==> config.mk <==
export PLATFORM = sky130hd
export DESIGN_NAME = y_stream_framer
export DESIGN_NICKNAME = d
export VERILOG_FILES = /design/src/rtl/video_pkg.sv /design/src/rtl/edge_detect.sv /design/src/rtl/y_stream_framer.sv
export SDC_FILE = /design/constraint.sdc
export NUM_CORES = 1
export LEC_CHECK = 0
export ABC_CLOCK_PERIOD_IN_PS = 6920
export CELL_PAD_IN_SITES_DETAIL_PLACEMENT = 1
export CELL_PAD_IN_SITES_GLOBAL_PLACEMENT = 2
export CORE_MARGIN = 5
export CORE_UTILIZATION = 39
export CTS_BUF_LIST = sky130_fd_sc_hd__clkbuf_8
export DETAILED_ROUTE_END_ITERATION = 10
export PLACE_DENSITY = 0.95
export SLEW_MARGIN = 40
export SYNTH_ARGS = -nofsm -noshare
export SYNTH_HDL_FRONTEND = slang
export SYNTH_SLANG_ARGS = --single-unit
==> constraint.sdc <==
create_clock -name clk -period 6.92 [get_ports clk]
set_clock_uncertainty 0.15 [all_clocks]
set_input_delay 1.038 -clock clk [delete_from_list [all_inputs] [get_ports clk]]
set_output_delay 1.038 -clock clk [all_outputs]
set_load 0.05 [all_outputs]
==> src/rtl/video_pkg.sv <==
// Shared video-path definitions: framer FSM states and the luma-stage latency.
package video_pkg;

    // Geometry tracker states: hunt for a frame start, measure a frame, then police it.
    typedef enum logic [1:0] {
        SEARCH  = 2'd0,
        MEASURE = 2'd1,
        LOCKED  = 2'd2
    } framer_state_t;

    // Pipeline depth of the RGB-to-luma stage; the framer matches it so that
    // sync and data stay aligned end to end.
    localparam int LUMA_LATENCY = 2;

endpackage

==> src/rtl/edge_detect.sv <==
// Single-bit edge detector: remembers the previous sample and flags rise/fall.
module edge_detect (
    input  logic clk,
    input  logic rst_n,
    input  logic i_d,
    output logic o_rise,
    output logic o_fall
);

    logic r_d;

    // Previous-cycle copy of the input.
    always_ff @(posedge clk or negedge rst_n) begin
        if (!rst_n) begin
            r_d <= 1'b0;
        end else begin
            r_d <= i_d;
        end
    end

    assign o_rise = i_d & ~r_d;
    assign o_fall = ~i_d & r_d;

endmodule

==> src/rtl/y_stream_framer.sv <==
// Luma stream sink: gray RGB expansion, pixel/line coordinates, frame geometry
// measurement and lock, with a single-cycle error pulse on geometry violations.
// Stage 1 registers the inputs and their edges; stage 2 drives every output.
module y_stream_framer
    import video_pkg::*;
#(
    parameter int COLORDEPTH = 8,
    parameter int XW         = 11,
    parameter int YW         = 11
) (
    input  logic                    clk,
    input  logic                    rst_n,
    input  logic [COLORDEPTH-1:0]   y_i,
    input  logic                    dv_i,
    input  logic                    hs_i,
    input  logic                    vs_i,
    output logic [3*COLORDEPTH-1:0] rgb_o,
    output logic                    dv_o,
    output logic                    hs_o,
    output logic                    vs_o,
    output logic [XW-1:0]           x_o,
    output logic [YW-1:0]           y_o,
    output logic [XW-1:0]           h_active_o,
    output logic [YW-1:0]           v_active_o,
    output logic                    locked_o,
    output logic                    geom_err_o
);

    localparam logic [XW-1:0] X_MAX = '1;
    localparam logic [YW-1:0] Y_MAX = '1;

    // ---------------- edge detection ----------------
    logic w_dv_rise, w_dv_fall, w_vs_rise, w_vs_fall;
    logic w_unused;

    edge_detect u_dv_edge (
        .clk    (clk),
        .rst_n  (rst_n),
        .i_d    (dv_i),
        .o_rise (w_dv_rise),
        .o_fall (w_dv_fall)
    );

    edge_detect u_vs_edge (
        .clk    (clk),
        .rst_n  (rst_n),
        .i_d    (vs_i),
        .o_rise (w_vs_rise),
        .o_fall (w_vs_fall)
    );

    // The end of vsync carries no framing information.
    assign w_unused = &{1'b0, w_vs_fall};

    // ---------------- stage 1 ----------------
    logic [COLORDEPTH-1:0] r_s1_y;
    logic r_s1_dv, r_s1_hs, r_s1_vs;
    logic r_s1_dv_rise, r_s1_dv_fall, r_s1_vs_rise;

    // Capture inputs together with their edge pulses.
    always_ff @(posedge clk or negedge rst_n) begin
        if (!rst_n) begin
            r_s1_y       <= '0;
            r_s1_dv      <= 1'b0;
            r_s1_hs      <= 1'b0;
            r_s1_vs      <= 1'b0;
            r_s1_dv_rise <= 1'b0;
            r_s1_dv_fall <= 1'b0;
            r_s1_vs_rise <= 1'b0;
        end else begin
            r_s1_y       <= y_i;
            r_s1_dv      <= dv_i;
            r_s1_hs      <= hs_i;
            r_s1_vs      <= vs_i;
            r_s1_dv_rise <= w_dv_rise;
            r_s1_dv_fall <= w_dv_fall;
            r_s1_vs_rise <= w_vs_rise;
        end
    end

    // ---------------- pixel / line counters ----------------
    // r_xcnt holds the number of pixels seen so far in the current line, which is
    // also the index of the next pixel; at a dv fall it is the finished line length.
    logic [XW-1:0] r_xcnt;
    logic [YW-1:0] r_ycnt;
    logic          r_sat_seen;
    logic [XW-1:0] w_x_base;
    logic [YW-1:0] w_y_base;
    logic          w_sat_base;
    logic          w_sat_hit;
    logic [XW-1:0] w_line_len;
    logic [YW-1:0] w_frame_lines;

    assign w_x_base   = r_s1_dv_rise ? '0 : r_xcnt;
    assign w_sat_base = r_s1_dv_rise ? 1'b0 : r_sat_seen;
    assign w_sat_hit  = r_s1_dv & (w_x_base == X_MAX) & ~w_sat_base;
    assign w_y_base   = r_s1_vs_rise ? '0 : r_ycnt;
    assign w_line_len = r_xcnt;
    // A line ending in the same cycle as the frame start belongs to the ending frame.
    assign w_frame_lines = (r_s1_dv_fall && (r_ycnt != Y_MAX)) ? r_ycnt + YW'(1) : r_ycnt;

    // Saturating pixel counter per line and line counter per frame.
    always_ff @(posedge clk or negedge rst_n) begin
        if (!rst_n) begin
            r_xcnt     <= '0;
            r_ycnt     <= '0;
            r_sat_seen <= 1'b0;
        end else begin
            if (r_s1_dv) begin
                r_xcnt     <= (w_x_base == X_MAX) ? X_MAX : w_x_base + XW'(1);
                r_sat_seen <= w_sat_base | w_sat_hit;
            end
            if (r_s1_vs_rise) begin
                r_ycnt <= '0;
            end else if (r_s1_dv_fall && (r_ycnt != Y_MAX)) begin
                r_ycnt <= r_ycnt + YW'(1);
            end
        end
    end

    // ---------------- geometry FSM ----------------
    framer_state_t r_state, w_state_next;
    logic [XW-1:0] r_cand, w_cand_next;
    logic          r_cand_valid, w_cand_valid_next;
    logic [XW-1:0] r_h_active, w_h_active_next;
    logic [YW-1:0] r_v_active, w_v_active_next;
    logic          r_locked, w_locked_next;
    logic          w_fsm_err;

    // State and measured-geometry registers.
    always_ff @(posedge clk or negedge rst_n) begin
        if (!rst_n) begin
            r_state      <= SEARCH;
            r_cand       <= '0;
            r_cand_valid <= 1'b0;
            r_h_active   <= '0;
            r_v_active   <= '0;
            r_locked     <= 1'b0;
        end else begin
            r_state      <= w_state_next;
            r_cand       <= w_cand_next;
            r_cand_valid <= w_cand_valid_next;
            r_h_active   <= w_h_active_next;
            r_v_active   <= w_v_active_next;
            r_locked     <= w_locked_next;
        end
    end

    // Next-state logic: line events are evaluated before the frame event of the same cycle.
    always_comb begin
        w_state_next      = r_state;
        w_cand_next       = r_cand;
        w_cand_valid_next = r_cand_valid;
        w_h_active_next   = r_h_active;
        w_v_active_next   = r_v_active;
        w_locked_next     = r_locked;
        w_fsm_err         = 1'b0;
        case (r_state)
            SEARCH: begin
                if (r_s1_vs_rise) begin
                    w_state_next      = MEASURE;
                    w_cand_valid_next = 1'b0;
                end
            end
            MEASURE: begin
                if (r_s1_dv_fall) begin
                    if (!r_cand_valid) begin
                        w_cand_next       = w_line_len;
                        w_cand_valid_next = 1'b1;
                    end else if (w_line_len != r_cand) begin
                        w_fsm_err = 1'b1;
                    end
                end
                if (w_fsm_err) begin
                    w_state_next      = SEARCH;
                    w_cand_valid_next = 1'b0;
                end else if (r_s1_vs_rise && (w_frame_lines != '0)) begin
                    w_state_next    = LOCKED;
                    w_h_active_next = w_cand_next;
                    w_v_active_next = w_frame_lines;
                    w_locked_next   = 1'b1;
                end
            end
            LOCKED: begin
                if (r_s1_dv_fall && (w_line_len != r_h_active)) begin
                    w_fsm_err = 1'b1;
                end
                if (r_s1_vs_rise && (w_frame_lines != r_v_active)) begin
                    w_fsm_err = 1'b1;
                end
                if (w_fsm_err) begin
                    w_state_next      = SEARCH;
                    w_locked_next     = 1'b0;
                    w_h_active_next   = '0;
                    w_v_active_next   = '0;
                    w_cand_valid_next = 1'b0;
                end
            end
            default: begin
                w_state_next = SEARCH;
            end
        endcase
    end

    // ---------------- stage 2 ----------------
    logic [3*COLORDEPTH-1:0] r_rgb;
    logic                    r_dv, r_hs, r_vs, r_geom_err;
    logic [XW-1:0]           r_x;
    logic [YW-1:0]           r_y;

    // Output registers; data and coordinates are blanked outside active video.
    always_ff @(posedge clk or negedge rst_n) begin
        if (!rst_n) begin
            r_rgb      <= '0;
            r_dv       <= 1'b0;
            r_hs       <= 1'b0;
            r_vs       <= 1'b0;
            r_x        <= '0;
            r_y        <= '0;
            r_geom_err <= 1'b0;
        end else begin
            r_rgb      <= r_s1_dv ? {3{r_s1_y}} : '0;
            r_dv       <= r_s1_dv;
            r_hs       <= r_s1_hs;
            r_vs       <= r_s1_vs;
            r_x        <= r_s1_dv ? w_x_base : '0;
            r_y        <= r_s1_dv ? w_y_base : '0;
            r_geom_err <= w_sat_hit | w_fsm_err;
        end
    end

    assign rgb_o      = r_rgb;
    assign dv_o       = r_dv;
    assign hs_o       = r_hs;
    assign vs_o       = r_vs;
    assign x_o        = r_x;
    assign y_o        = r_y;
    assign geom_err_o = r_geom_err;
    assign h_active_o = r_h_active;
    assign v_active_o = r_v_active;
    assign locked_o   = r_locked;

endmodule
==> results.py, run 1 <==
metrics = {
    "routing": {
        "drt-total-wl_mm": 14.1,
        "routed-via-count": 4026,
        "drc": 0,
        "avgRoutedWirePerCell_um": 19.1,
        "firstDrtPassIters": 4,
        "drt-initial-drc-count": 306,
        "ant_nets": 0,
        "viasPerCell": 5.46,
    },
    "pwr": {
        "p_sw_w": 0.000738,
        "p_comb_share_pct": 36.0,
        "ir_drop_mv": 0.190,
        "p_leak_nw": 2.81,
        "p_per_area_mw_per_mm2": 287,
        "clkPwrFrac_pct": 20.3,
        "pwr-share-seq_pct": 43.7,
        "cell_internal_pwr_w": 0.00110,
        "netSwitchingFraction_pct": 40.2,
        "power_w": 0.00183,
    },
    "cells_and_area": {
        "n_fill_cell": 1516,
        "syn_to_final_growth_pct": 18.4,
        "design_area_sq_mm": 0.00639,
        "nNetsFinal": 571,
        "stdcell_count": 737,
        "diodes": 0,
        "drive_gt1_share_pct": 9.69,
    },
    "hold_path": {
        "hold_class": "reg2reg",
    },
    "logic_synthesis": {
        "ys_ff_latch": 108,
        "avgSynthCellArea_sq_um": 10.6,
        "synth_enable_flop_cells": 0,
        "synth_most_common_cell": "dfrtp_1",
        "ys_types": 72,
        "synthesis.instances": 507,
        "yosys-top-cells-count": "108 x dfrtp_1, 39 x nand2_1, 30 x and2_1",
        "synth_flop_cell": "dfrtp_1",
        "netlist_area_sq_mm": 0.00540,
        "synth.top_cell.area_share_pct": 50.1,
        "synth_warnings": 0,
        "seq_area_frac_synth_pct": 50.1,
        "synth_area_leaders": "dfrtp_1 50%, and2_1 3.5%, o2bb2ai_1 3.1%",
        "syn-num-nets": 526,
        "synth_largest_area_cell": "dfrtp_1",
        "async_flop_share_pct": 100,
    },
    "clock_network": {
        "clk_pin_slew_worst_paths_ns": 0.09,
        "cts_tree": "done",
        "cts_max_level": 3,
        "clk_path_buf_depth": 2,
        "post_cts_buffers": 0,
        "clock-sinks": 108,
        "cts_hold_buf": 0,
        "clk_latency_ns": 0.38,
        "post_cts_resized": 0,
        "numCtsBuffers": 9,
        "root_buffer": "clkbuf_8",
    },
    "floorplanning": {
        "fp.dieArea_sq_mm": 0.0163,
        "core_sq_mm": 0.0137,
        "die_h_um": 128,
        "placementRows": 43,
        "pin_count": 86,
        "start_util_pct": 39.3,
        "dieWidth_um": 128,
    },
    "sta": {
        "post-route-period-util_pct": 53.4,
        "finalMaxSlewViolations": 0,
        "hold_viol": 0,
        "slew_headroom_pct": 50.3,
        "setup_viol": 0,
        "setup_tns_ns": 0,
        "grt_setup_unrepaired": "no",
        "max_freq_mhz": 271,
        "tightest_slew_ns": 0.744,
        "period_minus_slack_ns": 3.69,
    },
    "setup_path": {
        "worstSetupEndpointType": "flip-flop",
        "worstPathArrival_ns": 3.78,
        "critPathLaunchType": "flip-flop",
        "crit_type": "reg2reg",
        "cp_max_fo": 21,
        "cp.required_ns": 7.00,
    },
    "global_routing": {
        "grt_overflow": 0,
        "grt_pass1_wl_mm": 22.8,
        "grt_max_degree": 67,
        "grt_pass1_vias": 4290,
        "track_usage_pct": 17.7,
        "antenna_found_initial": 0,
    },
    "outcome": {
        "status": "complete, no violations",
    },
    "placed_design": {
        "place.gp.congestion": 0.918,
        "port_buffers": 85,
        "dpl-instance-area_sq_mm": 0.00620,
        "dp_cells": 721,
        "place_hpwl_mm": 10.1,
    },
    "flow_run": {
        "maxCapViolations": 0,
    },
}
-- power by group through the flow --
stage | registers, W | logic [W] | clock network, W
4_1_cts | 0.000803 | 0.000669 | 0.000382
6_report | 0.000802 | 0.000660 | 0.000372
3_5_place_dp | 0.000815 | 0.000666 | 0
5_1_grt | 0.000814 | 0.000713 | 0.000409
2_1_floorplan | 0.000869 | 0.000423 | 0
3_3_place_gp | 0.000808 | 0.000642 | 0
-- sequential cells by signal, summed over array words and instances (netlist names), 2 cells and up --
register / flops
h_active_o: 11
y_o: 11
x_o: 11
r_s1_y: 8
v_active_o: 11
r_cand: 11
r_xcnt: 11
rgb_o: 8
r_state: 2
r_ycnt: 11
-- area by class of cell --
cell class	count	area (sq um)	area share [%]
Multi-Input combinational cell	334	2370	37.1
Clock inverter	5	33.8	0.528
Tap cell	180	225	3.52
Timing Repair Buffer	86	860	13.4
Sequential cell	108	2700	42.3
Inverter	13	48.8	0.763
Clock buffer	11	151	2.37
-- logic make-up (layout without fill, tap and decap cells) --
family,after synthesis,count (layout),share of synthesized area [%]
buffers and inverters,65,115,6.07
adder cells (fa/ha/maj),6,6,1.39
multiplexers,28,28,5.59
flip-flops,108,108,50.1
AO/OA/AOI/OAI,100,100,14.4
XOR/XNOR,33,33,5.35
AND/OR/NAND/NOR,167,167,17.1
-- final timing paths --
path	from	end	slack, ns	depth (start not counted)
max	r_ycnt[0]	v_active_o[5]	3.23	9
min	r_s1_hs	hs_o	0.21	0
max reg2reg	r_ycnt[0]	v_active_o[5]	3.23	9
min reg2reg	r_s1_hs	hs_o	0.21	0
max in group asynchronous	rst_n	r_xcnt[6]	5.16	2
min in group asynchronous	rst_n	hs_o	0.49	1
-- worst max-delay path: stages (launching register included) --
cell       delay, ns
dfrtp_1         0.62
ha_1            0.42
nand4_1         0.22
nor3_1          0.30
mux2i_1         0.43
nand4_1         0.23
o41ai_4         0.45
a21oi_2         0.14
nand2_2         0.44
o2bb2ai_1       0.15
-- layer usage --
layer / up-vias / global-route usage [%] / part of all wire [%]
met5: - / 0 / 0
met4: 0 / 4.12 / 1.3
met3: 13 / 4.01 / 4.5
met2: 96 / 31.1 / 51
met1: 2069 / 22.1 / 43
li1: 1848 / - / -
-- layout by cell type, fill, tap and decap left out, types with 14 or more instances in the layout --
cell,netlist,final
a21oi_1,20,20
and2_1,30,30
clkdlybuf4s50_1,0,84
dfrtp_1,108,107
inv_1,13,14
mux2i_1,14,14
nand2_1,39,38
nor2_1,28,28
nor2b_1,14,14
o21ai_0,16,16
o2bb2ai_1,19,19
xnor2_1,15,15
xor2_1,18,18
-- metrics by stage --
stage | utilization, % | hold slack, ns | setup WS (ns)
after floorplan | - | 0.181 | 4.06
after global placement | 45.2 | 0.191 | 3.19
after detailed placement | 45.2 | 0.198 | 3.24
after CTS | 46.6 | 0.221 | 3.20
after global routing | 46.6 | 0.238 | 2.86
final | 46.6 | 0.215 | 3.23
(Power assumes the default switching activity.)
==> inputs of run 2 (changes only) <==
Settings changed: ABC_CLOCK_PERIOD_IN_PS 6920 to 3770, CORE_UTILIZATION 39 to 36, PLACE_DENSITY 0.95 to 0.89.
Clock period 6.92 ns to 3.77 ns, I/O delays scaled along.
==> results.py, run 2 (same netlist as run 1, synthesis figures left out) <==
metrics = {
    "clock_network": {
        "root_buffer": "clkbuf_8",
        "cts_max_level": 3,
        "clk_path_buf_depth": 2,
        "clk_latency_ns": 0.38,
        "cts_tree": "done",
        "numCtsBuffers": 9,
        "clk_pin_slew_worst_paths_ns": 0.09,
        "post_cts_resized": 0,
        "cts_hold_buf": 0,
        "clock-sinks": 108,
        "post_cts_buffers": 0,
    },
    "sta": {
        "setup_tns_ns": 0,
        "finalMaxSlewViolations": 0,
        "post-route-period-util_pct": 89.6,
        "grt_setup_unrepaired": "no",
        "max_freq_mhz": 296,
        "tightest_slew_ns": 0.689,
        "whs_ns": 0.0353,
        "period_minus_slack_ns": 3.38,
        "fin_ws_ns": 0.391,
        "setup_viol": 0,
        "hold_viol": 0,
        "slew_headroom_pct": 53.9,
    },
    "cells_and_area": {
        "stdcell_count": 761,
        "n_fill_cell": 1628,
        "diodes": 0,
        "ff_latch_area_sq_mm": 0.00270,
        "layout_commonest_cell": "dfrtp_1",
        "multiInputGateArea_sq_mm": 0.00237,
        "drive_gt1_share_pct": 12.5,
        "nNetsFinal": 591,
        "syn_to_final_growth_pct": 21.3,
        "layout_common_cells": "108 x dfrtp_1, 84 x clkdlybuf4s50_1, 39 x nand2_1",
    },
    "global_routing": {
        "track_usage_pct": 17.1,
        "grt_pass1_wl_mm": 24.3,
        "grt_max_degree": 72,
        "antenna_found_initial": 0,
        "grt_overflow": 0,
        "grt_pass1_vias": 4409,
    },
    "placed_design": {
        "port_buffers": 85,
        "dp_slack_ns": 0.373,
        "place_hpwl_mm": 10.9,
        "place.gp.congestion": 0.906,
        "dp_cells": 745,
    },
    "routing": {
        "drt-initial-drc-count": 261,
        "routed-via-count": 4076,
        "drt-total-wl_mm": 14.6,
        "ant_nets": 0,
        "avgRoutedWirePerCell_um": 19.2,
        "drc": 0,
        "viasPerCell": 5.36,
        "firstDrtPassIters": 4,
    },
    "pwr": {
        "p_leak_nw": 2.91,
        "ir_drop_mv": 0.316,
        "p_per_area_mw_per_mm2": 522,
    },
    "floorplanning": {
        "pin_count": 86,
        "placementRows": 44,
        "start_util_pct": 36.9,
        "fp.dieArea_sq_mm": 0.0175,
        "core_sq_mm": 0.0146,
        "dieWidth_um": 132,
        "die_h_um": 132,
    },
    "setup_path": {
        "cp_top_family": "compound AO/OA/AOI/OAI gates",
        "path_cells": "ha_1, nand4_4, nor3_4, and3b_1, xor2_1, o41ai_4, a21oi_2, a21bo_4, o2bb2ai_1",
        "cp.required_ns": 3.92,
        "crit_start": "r_ycnt[1]",
        "crit_type": "reg2reg",
        "crit_buf_inv": 0,
        "worstPathArrival_ns": 3.53,
        "rrSetupSlack_ns": 0.39,
        "cp_max_fo": 23,
        "worstSetupEndpointType": "flip-flop",
        "critPathLaunchType": "flip-flop",
        "slowest_stage": "o41ai_4",
        "r2r_start": "r_ycnt[1]",
        "max_stage_delay_ns": 0.52,
    },
    "hold_path": {
        "hold_class": "in2async",
    },
    "flow_run": {
        "maxCapViolations": 0,
    },
    "outcome": {
        "status": "complete, no violations",
    },
}
## run 2: cell count changes in the layout (fill, tap and decap cells not counted), sizes merged
cell,change
clkinv,+1
inv,-1
buf,+20
## run 2: area by class of cell
class                           count  area share [%]
Clock buffer                       11            2.31
Clock inverter                      5           0.554
Inverter                           13           0.745
Multi-Input combinational cell    334            36.2
Sequential cell                   108            41.3
Tap cell                          184            3.52
Timing Repair Buffer              106            15.4
## run 2: stage by stage
stage	util (%)	area (sq um)	power, W
floorplan	-	5400	0.00237
global placement	43.4	6350	0.00271
detailed placement	43.4	6360	0.00276
CTS	44.7	6550	0.00346
global route	44.7	6550	0.00361
finish	44.7	6550	0.00342
## run 2: where the power goes
part	internal (W)	switching (W)
combinational	0.000476	0.000791
clock	0.000279	0.000405
sequential	0.00129	0.000182
## run 2: per-layer routing
layer	vias up	part of all wire, %	global-route usage (%)
met1	2066	43	21.3
met5	-	0	0
li1	1889	-	-
met4	0	1.7	4.62
met3	21	4.1	4.33
met2	100	51	29.6
## run 2: final timing paths
path / cells past startpoint / end
max in group asynchronous: 2 / h_active_o[0]
setup reg to reg: 9 / v_active_o[0]
setup / recovery: 9 / v_active_o[0]
min in group clk: 0 / hs_o
hold reg to reg: 0 / hs_o
hold / removal: 1 / hs_o
